==> src/rtl/random_roller.sv <==
// random_roller: free-running Galois LFSR with single-shot and decelerating "roll" draws.
// Latency: single-shot result 1 cycle after the start edge; roll step k lands BASE_DIV*k(k+1)/2 edges after acceptance.
// Backpressure: none; i_start is level-sampled and ignored while rolling unless RAND_RESTART_EN is defined.
//
// Optional feature macro: RAND_RESTART_EN (i_start during a roll restarts it).
//
// Ports:
//   i_clk, i_rst      clock, asynchronous active-high reset
//   i_start, i_mode   draw request (level) and draw mode (0 single-shot, 1 roll)
//   i_seed_load,i_seed run-time LFSR seed (zero seed replaced by SEED)
//   o_random_out      last drawn value, held between updates
//   o_valid, o_done   1-cycle pulses on every update / on the final update of a draw
//   o_busy            high while a roll is in progress
module random_roller #(
  parameter int                LFSR_W   = 16,
  parameter logic [LFSR_W-1:0] TAPS     = 16'hB400,
  parameter logic [LFSR_W-1:0] SEED     = 16'hACE1,
  parameter int                OUT_W    = 4,
  parameter int                N_STEPS  = 8,
  parameter int                BASE_DIV = 4
) (
  input  logic              i_clk,
  input  logic              i_rst,
  input  logic              i_start,
  input  logic              i_mode,
  input  logic              i_seed_load,
  input  logic [LFSR_W-1:0] i_seed,
  output logic [OUT_W-1:0]  o_random_out,
  output logic              o_valid,
  output logic              o_done,
  output logic              o_busy
);

  localparam int CNT_W  = $clog2(N_STEPS * BASE_DIV + 1);
  localparam int STEP_W = $clog2(N_STEPS + 1);

  typedef enum logic {IDLE, ROLL} state_t;

  state_t             state_q, state_d;
  logic [LFSR_W-1:0]  lfsr_q, lfsr_d;
  logic [CNT_W-1:0]   cnt_q, cnt_d;
  logic [STEP_W-1:0]  step_q, step_d;
  logic [OUT_W-1:0]   out_q, out_d;
  logic               valid_d, done_d;
  logic [OUT_W-1:0]   sample;

  // Draws always take the pre-edge LFSR value, so a same-edge seed load
  // only affects later draws.
  assign sample = lfsr_q[OUT_W-1:0];

  always_comb begin
    lfsr_d = (lfsr_q >> 1) ^ (lfsr_q[0] ? TAPS : '0);
    if (i_seed_load) begin
      // An all-zero state would lock the LFSR, so substitute the reset seed.
      lfsr_d = (i_seed == '0) ? SEED : i_seed;
    end
  end

  always_comb begin
    state_d = state_q;
    step_d  = step_q;
    cnt_d   = cnt_q;
    out_d   = out_q;
    valid_d = 1'b0;
    done_d  = 1'b0;
    case (state_q)
      IDLE: begin
        if (i_start) begin
          if (!i_mode) begin
            out_d   = sample;
            valid_d = 1'b1;
            done_d  = 1'b1;
          end else begin
            state_d = ROLL;
            step_d  = STEP_W'(1);
            cnt_d   = CNT_W'(BASE_DIV - 1);
          end
        end
      end
      ROLL: begin
`ifdef RAND_RESTART_EN
        // Restart beats everything else this edge, including a final step.
        if (i_start) begin
          step_d = STEP_W'(1);
          cnt_d  = CNT_W'(BASE_DIV - 1);
        end else
`endif
        if (cnt_q == '0) begin
          out_d   = sample;
          valid_d = 1'b1;
          if (step_q < STEP_W'(N_STEPS)) begin
            step_d = step_q + 1'b1;
            // Step k lasts k*BASE_DIV edges; the counter runs k*BASE_DIV-1 down to 0.
            cnt_d  = CNT_W'((int'(step_q) + 1) * BASE_DIV - 1);
          end else begin
            done_d  = 1'b1;
            state_d = IDLE;
            step_d  = '0;
          end
        end else begin
          cnt_d = cnt_q - 1'b1;
        end
      end
      default: state_d = IDLE;
    endcase
  end

  always_ff @(posedge i_clk or posedge i_rst) begin
    if (i_rst) begin
      state_q <= IDLE;
      lfsr_q  <= SEED;
      cnt_q   <= '0;
      step_q  <= '0;
      out_q   <= '0;
      o_valid <= 1'b0;
      o_done  <= 1'b0;
    end else begin
      state_q <= state_d;
      lfsr_q  <= lfsr_d;
      cnt_q   <= cnt_d;
      step_q  <= step_d;
      out_q   <= out_d;
      o_valid <= valid_d;
      o_done  <= done_d;
    end
  end

  assign o_random_out = out_q;
  assign o_busy       = (state_q == ROLL);

endmodule

==> config.mk <==
export PLATFORM = sky130hd
export DESIGN_NAME = random_roller
export DESIGN_NICKNAME = d
export VERILOG_FILES = /design/src/rtl/random_roller.sv
export SDC_FILE = /design/constraint.sdc
export NUM_CORES = 1
export LEC_CHECK = 0
export CORE_UTILIZATION = 50
export DETAILED_ROUTE_END_ITERATION = 8
export MAX_ROUTING_LAYER = met4
export PLACE_DENSITY = 0.79
export SYNTH_ARGS = -nofsm -noshare
export SYNTH_HDL_FRONTEND = slang
export SYNTH_SLANG_ARGS = --single-unit
==> constraint.sdc <==
create_clock -name i_clk -period 1.9 [get_ports i_clk]
set_input_delay 0.285 -clock i_clk [delete_from_list [all_inputs] [get_ports i_clk]]
set_output_delay 0.285 -clock i_clk [all_outputs]
set_load 0.02 [all_outputs]
==> results.md <==
* Reg-to-Reg End: o_random_out[1]
* HPWL after DPL at 2400 µm
* RSZ-0062 raised after global routing: false
* Main synth FF type: dfrtp_1
* FF-to-FF Start: cnt_q[0]
* Leak Pwr at 0.883 nW
* Mean Syn Cell Area at 12.2 µm²
* Yosys warns at 0
* Max cap viols at 0
* Initial antenna violation count at 0
* First DRT Iteration DRCs at 14
* Setup crit end kind: flop
* Max_slew headroom at 67.3%
* Power, Total at 0.00254 W
* Post-synthesis xor/xnor area fraction at 2.73%
* Post-synth top area share at 39.0%
* Drt total wl at 3160 µm
* CP Launch Type: flop
* Htree depth at 2
* Multiplexer area fraction after synthesis at 9.37%
* Worst EP required at 2.14 ns
* First-pass GRT wire length at 5370 µm
* Post-synth EDFFs at 0
* Die footprint at 3440 µm²
* Reg2Reg Setup Slack at 0.09 ns
* Async S/R FF share, synth at 100%
* CP max FO at 7
* Class of the most critical setup path: reg -> reg
* Final Skew at 0.0126 ns
* Fin crit share at 95.1%
* GRT overflow at 0
* Status: finished, final reports clean
* Main combinational cell family by area after synthesis: compound AO/OA/AOI/OAI gates
* Bufs on Longest Clock Path at 2
* Count of final hold-check violations at 0
* Worst-path clk slew at 0.11 ns
* Number of diodes at 0
* Maximum clock frequency at 554 MHz
* DRC errors left at 0
* Synth Register Bits at 33
* Synth cell types at 45
* Max-slew violation count at 0
* Minimum clock period after layout at 1.81 ns
* Gp weighted congestion at 0.904
* Mapped Area at 1600 µm²
* Io pins at 28
* Root Buffer: clkbuf_4
* # rows at 20
* Die width at 58.6 µm
* Maximum VDD drop at 0.000645 V
* Via count at 1160
* Hold-fix buffers, CTS at 0
* R2R depth at 6
* Clk_lat worst skew at 0.34 ns
* Share of layout cells above drive strength 1 at 27.2%
* Top post-synthesis cells by area: dfrtp_1 39%, dfstp_2 13%, mux2_2 5.6%
* Core area at 3050 µm²
* Syn_nets at 156
* Vias/cell at 5.45
* Seq/Total Area, Yosys at 52.1%
* Total Routing Usage GR at 21.9%
* Routed len/inst at 14.8 µm
* Worst Hold Class: in -> async
* Simple-gate area share of the yosys netlist at 12.3%
* Endpoints failing setup at 0
* CTS buffer count at 5
* Starting Density at 52.5%
* PD cells at 1250 nW/µm²
* Synth Area in Compound Gates at 16.6%
* Buffers on Ports at 27
* Area grow syn2layout at 27.2%
* Vias in the first global route at 1204
* Hold WS at 0.315 ns
* Routed Antenna Nets at 0
* Largest net degree at the start of global routing at 34
* Synth area leader: dfrtp_1
* CTS tree: yes
* Nets at 193
* Setup TNS at 0 ns
* DR pass1 iterations at 4
* Crit path DAT at 2.04 ns
* Clock sink total at 33
* Adder-cell share of the synthesized area at 3.12%
* Worst-margin pin slew at 0.490 ns
* Syn Inst Count at 131
* Die Ht at 58.6 µm
[cells in the mapped netlist (2+ instances only)]
cell	n
xnor2_1	2
inv_1	7
nand3_1	2
a31o_2	3
nor2_1	3
xor2_1	3
o21ai_0	3
mux2_4	4
a22o_1	2
a21oi_1	6
ha_1	4
nand2_1	7
clkbuf_1	2
mux2_2	8
o22a_1	8
nor4_1	4
dfstp_2	8
buf_6	2
dfrtp_1	25
nor2b_1	3
[cells by family after synthesis]
family	Yosys count
DFF	33
adders and majority gates	4
and+or+nand+nor	32
muxes	12
xor gates and xnor gates	5
buffers and inverters	12
AOI/OAI and AO/OA	33
[metrics by stage]
stage                     instance area [µm²]  worst slack, ns  cells  utilization [%]
after floorplan                          1600            0.178    131                -
after global placement                   1940            0.128    204             63.6
after detailed placement                 1940           0.0370    204             63.6
after CTS                                2030           0.0246    212             66.5
after global routing                     2040          0.00343    213             66.8
final                                    2040           0.0936    213             66.8
[report_power, final]
| group | total, W | switching [W] | internal [W] |
|---|---|---|---|
| Sequential | 0.00108 | 0.000182 | 0.000897 |
| Clock | 0.000553 | 0.000239 | 0.000314 |
| Combinational | 0.000911 | 0.000415 | 0.000496 |
[repair_timing]
item / CTS / global route
setup buffers: 0 / 1
resized for setup: 1 / 1
endpoints found under the setup margin: 1 / 5
pin swaps: 0 / 1
[worst max-delay path, cell delays in order, from the launching register on]
cell     delay [ns]
dfrtp_1        0.40
inv_1          0.09
ha_1           0.19
nor2b_2        0.19
and2_2         0.26
a21oi_4        0.25
mux2_4         0.33
[placed cells by master, fill, tap and decap left out, types with 5 or more instances in the layout]
cell	instances
buf_4	7
clkdlybuf4s50_1	27
dfstp_2	8
o22a_1	8
dfrtp_1	24
nand2_1	7
clkbuf_4	5
mux2_2	8
a21oi_1	6
inv_1	7
[routing by layer]
metal | routed length, µm | up-vias | share of wire (%) | track usage (%)
li1 | - | 556 | - | -
met1 | 1410 | 568 | 45 | 26.4
met2 | 1560 | 33 | 49 | 34.5
met3 | 140 | 3 | 4.4 | 5.71
met4 | 48 | 0 | 1.5 | 10.2
met5 | 0 | - | 0 | -
[flip-flops by register name, indices dropped and copies added, names as in the netlist]
register and count:
o_valid 1, o_random_out 4, cnt_q 6, o_done 1
step_q 4, o_busy 1, lfsr_q 16
[area by class of cell]
class                           count  area (µm²)
Inverter                            8        30.0
Tap cell                           44        55.1
Clock buffer                        7        55.1
Sequential cell                    33         837
Multi-Input combinational cell     86         708
Fill cell                         241        1010
Clock inverter                      1        30.0
Timing Repair Buffer               34         323
[worst max-delay path by stage]
stage | from | depth (start not counted) | endpoint
floorplan | cnt_q[0] | 7 | o_random_out[0]
global placement | cnt_q[0] | 6 | o_random_out[3]
detailed placement | cnt_q[0] | 6 | o_random_out[2]
CTS | cnt_q[0] | 6 | o_random_out[2]
global route | cnt_q[0] | 6 | o_random_out[2]
finish | cnt_q[0] | 6 | o_random_out[1]
Power figures use the tool's default switching activity.
